## src/rtl/btn_updown_counter_pkg.sv

```systemverilog
// Shared definitions for the push-button up/down counter.
//   clog2       : constant-function ceiling log2, minimum result 1
//   DEB_CW      : debounce counter width for the default debounce length
//   upd_op_e    : update operation selected from the three press events
//   decode_op   : press events -> update operation, clear has top priority
package btn_updown_counter_pkg;

    localparam int DEB_CYCLES_DEF = 50000;

    function automatic int clog2(input int value);
        int result;
        result = 1;
        for (int i = 1; i < 31; i++) begin
            if (value > (1 << i)) begin
                result = i + 1;
            end
        end
        return result;
    endfunction

    localparam int DEB_CW = clog2(DEB_CYCLES_DEF);

    typedef enum logic [2:0] {
        OP_HOLD,
        OP_CLR,
        OP_CANCEL,
        OP_UP,
        OP_DN
    } upd_op_e;

    function automatic upd_op_e decode_op(input logic clr, input logic up, input logic dn);
        upd_op_e op;
        if (clr) begin
            op = OP_CLR;
        end else if (up && dn) begin
            op = OP_CANCEL;
        end else if (up) begin
            op = OP_UP;
        end else if (dn) begin
            op = OP_DN;
        end else begin
            op = OP_HOLD;
        end
        return op;
    endfunction

endpackage

```

## src/rtl/btn_updown_counter_debounce.sv

```systemverilog
// Synchroniser + debouncer + press detector for one raw active-low button.
//   clk    in  system clock
//   reset  in  asynchronous active-low reset
//   btn_n  in  raw button pin, low = pressed, asynchronous to clk
//   level  out accepted (debounced) button level, 1 = released
//   press  out one-cycle pulse when the accepted level goes 1 -> 0
module btn_debounce_n
    import btn_updown_counter_pkg::*;
#(
    parameter int DEB_CYCLES = DEB_CYCLES_DEF
) (
    input  logic clk,
    input  logic reset,
    input  logic btn_n,
    output logic level,
    output logic press
);

    localparam int CW = clog2(DEB_CYCLES);
    localparam logic [CW-1:0] DEB_LAST = CW'(DEB_CYCLES - 1);

    logic          sync_1;
    logic          sync_2;
    logic [CW-1:0] deb_cnt;

    // The counter only runs while the synchronised level disagrees with the
    // accepted one, so any bounce back to the accepted level restarts it.
    always_ff @(posedge clk or negedge reset) begin
        if (!reset) begin
            sync_1  <= 1'b1;
            sync_2  <= 1'b1;
            level   <= 1'b1;
            deb_cnt <= '0;
            press   <= 1'b0;
        end else begin
            sync_1 <= btn_n;
            sync_2 <= sync_1;
            press  <= 1'b0;
            if (sync_2 == level) begin
                deb_cnt <= '0;
            end else if (deb_cnt == DEB_LAST) begin
                level   <= sync_2;
                deb_cnt <= '0;
                press   <= ~sync_2;
            end else begin
                deb_cnt <= deb_cnt + CW'(1);
            end
        end
    end

endmodule

```

## src/rtl/btn_updown_counter.sv

```systemverilog
// Up/down counter driven by three raw active-low push buttons.
//   clk        in  system clock
//   reset      in  asynchronous active-low reset
//   btn_up_n   in  raw up button, low = pressed
//   btn_dn_n   in  raw down button, low = pressed
//   btn_clr_n  in  raw clear button, low = pressed
//   count      out current counter value
//   led        out count, inverted when LED_ACTIVE_LOW != 0
//   limit      out one-cycle pulse on a wrap or a clamped step
module btn_updown_counter
    import btn_updown_counter_pkg::*;
#(
    parameter int WIDTH          = 4,
    parameter int DEB_CYCLES     = DEB_CYCLES_DEF,
    parameter int SATURATE       = 0,
    parameter int LED_ACTIVE_LOW = 1
) (
    input  logic             clk,
    input  logic             reset,
    input  logic             btn_up_n,
    input  logic             btn_dn_n,
    input  logic             btn_clr_n,
    output logic [WIDTH-1:0] count,
    output logic [WIDTH-1:0] led,
    output logic             limit
);

    localparam logic [WIDTH-1:0] CNT_MAX = {WIDTH{1'b1}};

    logic    press_up;
    logic    press_dn;
    logic    press_clr;
    // Debounced levels are not needed by the count logic; kept for probing.
    logic [2:0] btn_level_unused;
    upd_op_e op;

    btn_debounce_n #(.DEB_CYCLES(DEB_CYCLES)) u_deb_up (
        .clk   (clk),
        .reset (reset),
        .btn_n (btn_up_n),
        .level (btn_level_unused[0]),
        .press (press_up)
    );

    btn_debounce_n #(.DEB_CYCLES(DEB_CYCLES)) u_deb_dn (
        .clk   (clk),
        .reset (reset),
        .btn_n (btn_dn_n),
        .level (btn_level_unused[1]),
        .press (press_dn)
    );

    btn_debounce_n #(.DEB_CYCLES(DEB_CYCLES)) u_deb_clr (
        .clk   (clk),
        .reset (reset),
        .btn_n (btn_clr_n),
        .level (btn_level_unused[2]),
        .press (press_clr)
    );

    assign op = decode_op(press_clr, press_up, press_dn);

    always_ff @(posedge clk or negedge reset) begin
        if (!reset) begin
            count <= '0;
            limit <= 1'b0;
        end else begin
            limit <= 1'b0;
            case (op)
                OP_CLR: begin
                    count <= '0;
                end
                OP_UP: begin
                    if (count == CNT_MAX) begin
                        limit <= 1'b1;
                        count <= (SATURATE != 0) ? CNT_MAX : '0;
                    end else begin
                        count <= count + WIDTH'(1);
                    end
                end
                OP_DN: begin
                    if (count == '0) begin
                        limit <= 1'b1;
                        count <= (SATURATE != 0) ? '0 : CNT_MAX;
                    end else begin
                        count <= count - WIDTH'(1);
                    end
                end
                default: begin
                    count <= count;
                end
            endcase
        end
    end

    assign led = (LED_ACTIVE_LOW != 0) ? ~count : count;

endmodule

```

## config.mk

```make
export PLATFORM = sky130hd
export DESIGN_NAME = btn_updown_counter
export DESIGN_NICKNAME = d
export VERILOG_FILES = /design/src/rtl/btn_updown_counter_pkg.sv /design/src/rtl/btn_updown_counter_debounce.sv /design/src/rtl/btn_updown_counter.sv
export SDC_FILE = /design/constraint.sdc
export NUM_CORES = 1
export LEC_CHECK = 0
export ABC_AREA = 1
export CAP_MARGIN = 20
export CELL_PAD_IN_SITES_DETAIL_PLACEMENT = 0
export CELL_PAD_IN_SITES_GLOBAL_PLACEMENT = 1
export CORE_MARGIN = 1.5
export CORE_UTILIZATION = 49
export DETAILED_ROUTE_END_ITERATION = 10
export PLACE_DENSITY = 0.95
export SLEW_MARGIN = 10
export SYNTH_ARGS = -nofsm -noshare
export SYNTH_HDL_FRONTEND = slang
export SYNTH_SLANG_ARGS = --single-unit
```

## constraint.sdc

```tcl
create_clock -name clk -period 3.3 [get_ports clk]
set_clock_uncertainty 0.15 [all_clocks]
set_input_delay 0.66 -clock clk [delete_from_list [all_inputs] [get_ports clk]]
set_output_delay 0.66 -clock clk [all_outputs]
set_load 0.01 [all_outputs]
```

==> results.py <==
metrics = {
    "outcome": {
        "status": "finished, final reports clean",
    },
    "sta": {
        "slew_headroom_pct": 50.7,
        "period_share_pct": 68.3,
        "hold_viol": 0,
        "fin_crit_ns": 2.25,
        "setup_tns_ns": 0,
        "slew_violations": 0,
        "setup_slack_ns": 1.05,
        "rsz0062_at_grt": "no",
        "setup_viol": 0,
        "fmax_mhz": 444,
        "worst_pin_slew_ns": 0.734,
    },
    "power": {
        "p_int_mw": 1.20,
        "seq_power_share_pct": 53.1,
        "powerDensity_nw_per_um2": 400,
        "leakagePower_nw": 1.78,
        "pwr-share-clk_pct": 43.4,
        "finalPower_mw": 1.54,
        "p_sw_share_pct": 22.5,
        "pwr-share-comb_pct": 3.5,
        "p_sw_mw": 0.347,
        "peakVddDrop_mv": 0.223,
    },
    "detailed_routing": {
        "route.detailed.drc": 0,
        "via_per_inst": 4.96,
        "dr.pass1.iters": 4,
        "final_antenna_net_count": 0,
        "drt-initial-drc-count": 94,
        "wl_um": 6070,
        "routedWlPerCell_um": 10.9,
        "vias": 2758,
    },
    "clocking": {
        "cts_tree": "yes",
        "numCtsBuffers": 9,
        "cts_resized": 0,
        "root_buffer": "clkbuf_8",
        "clockBufferDepth": 2,
        "hold_buffers": 0,
        "path_clk_slew_ns": 0.07,
        "insertion_delay_ns": 0.34,
        "post_cts_buffers": 0,
        "htreeDepth": 3,
        "cts_sinks": 65,
    },
    "synthesis": {
        "synth.top_cell.area_share_pct": 41.0,
        "synthArstFlopShare_pct": 100,
        "yosys-top-cells-count": "nor2_1, nand2_1, inv_1, dfrtp_1, nand3_1",
        "synth_largest_area_cell": "dfrtp_1",
        "ys.flop_type": "dfrtp_1",
        "synth_seq_cells": 65,
        "synthTopCellsByArea": "dfrtp_1, nor2_1, nand2_1",
        "synthesis.area_um2": 3420,
        "synth-edff-count": 0,
        "synth.net_count": 456,
        "yosysMostFrequentCell": "nor2_1",
        "syn_avg_cell_area_um2": 7.67,
        "postSynthCellCount": 446,
        "ys_types": 24,
        "yosys_warnings": 0,
        "ys_seq_area_share_pct": 47.9,
    },
    "worst_setup_path": {
        "start_kind": "register",
        "worstSetupPathType": "reg2out",
        "worst_ep_arrival_time_ns": 1.44,
        "crit_fanout": 5,
        "cp_data_required_time_ns": 2.49,
        "slowest_delay_ns": 0.55,
        "crit_family": "buffers and inverters",
        "slowest_stage": "clkdlybuf4s50_1",
        "cp_cell_sequence": "inv_1, clkdlybuf4s50_1",
        "crit_path_end_kind": "output port",
        "cp_num_buf_inv": 2,
    },
    "global_route": {
        "grt_pass1_vias": 2658,
        "grt_pass1_wl_um": 11300,
        "grt_start_max_net_pins": 41,
        "grtUsageTotal_pct": 19.0,
        "grt_overflow": 0,
        "antenna_found_initial": 0,
    },
    "floorplanning": {
        "coreArea_um2": 6760,
        "die_width_um": 86.5,
        "fp.dieH_um": 86.5,
        "start_util_pct": 50.6,
        "rows": 30,
        "ios": 14,
        "die-area_um2": 7490,
    },
    "place": {
        "place.gp.congestion": 0.838,
        "portBuffers": 13,
        "dp_slack_ns": 1.41,
        "place_hpwl_um": 4460,
        "placed_area_um2": 3660,
    },
    "layout": {
        "fin_util_pct": 57.1,
        "diodes": 0,
        "num-nets-final": 481,
        "syn_to_final_growth_pct": 12.9,
        "fin_area_um2": 3860,
        "drive_gt1_share_pct": 10.7,
        "num-fill-cells": 637,
    },
    "min_path": {
        "hp-class": "in2async",
    },
    "flow_run": {
        "maxCapViolCount": 0,
    },
}
## worst paths after layout
| check | from | end | slack, ns | depth (start not counted) |
|---|---|---|---|---|
| setup reg to reg | u_deb_up.deb_cnt[0] | u_deb_up.deb_cnt[8] | 1.64 | 8 |
| min in group clk | u_deb_clr.sync_1 | u_deb_clr.sync_2 | 0.21 | 0 |
| hold reg to reg | u_deb_clr.sync_1 | u_deb_clr.sync_2 | 0.21 | 0 |
| max in group asynchronous | reset | u_deb_dn.sync_2 | 2.12 | 2 |
| hold / removal | reset | count[3] | 0.19 | 1 |
| setup / recovery | count[0] | led[0] | 1.05 | 2 |
## registers in the layout, summed over array words and instances (netlist names), 4 cells and up
register	count
u_deb_dn.deb_cnt	16
count	4
u_deb_clr.deb_cnt	16
u_deb_up.deb_cnt	16
## final cells by class
type                            count  area, um2  share of cell area (%)
Clock buffer                       11        141                    3.66
Clock inverter                      5       55.1                    1.43
Inverter                           71        267                    6.90
Multi-Input combinational cell    310       1520                    39.2
Sequential cell                    65       1640                    42.4
Tap cell                           80        100                    2.59
Timing Repair Buffer               14        145                    3.76
## stage by stage
stage / cells / hold slack (ns)
after global placement: 540 / 0.197
after detailed placement: 540 / 0.197
after CTS: 556 / 0.197
final: 556 / 0.191
after floorplan: 446 / 0.195
after global routing: 556 / 0.210
## metal layers
metal | vias to the layer above | GRT usage [%] | part of all wire [%]
li1 | 1440 | - | -
met1 | 1271 | 24.9 | 50
met2 | 37 | 30.3 | 45
met3 | 10 | 4.57 | 3.2
met4 | 0 | 7.92 | 1.7
met5 | - | 0 | 0
## power groups by stage
stage	Combinational (mW)	Sequential, mW	Clock [mW]
detailed placement	0.0560	0.835	0
global route	0.0641	0.821	0.724
floorplan	0.0255	0.833	0
CTS	0.0563	0.820	0.694
finish	0.0538	0.820	0.670
global placement	0.0548	0.834	0
## cells by family after synthesis
logic type / synth area share [%]
buffers and inverters: 7.79
adder cells (fa/ha/maj): 1.83
AND/OR/NAND/NOR: 33.8
XOR/XNOR: 3.33
AO/OA/AOI/OAI: 5.31
flip-flops: 47.9
## cell usage in the layout, fill, tap and decap left out, drive strengths merged, types with 3 or more instances in the layout
cell type	synthesis	layout
a21oi	9	9
clkbuf	0	11
clkdlybuf4s50	0	12
dfrtp	56	56
dfstp	9	9
ha	5	5
inv	71	71
nand2	94	94
nand3	40	40
nand4	7	7
nor2	109	109
nor3	9	9
o21ai	11	11
o21bai	7	7
xnor2	3	3
xor2	10	10
(Power assumes the default switching activity.)
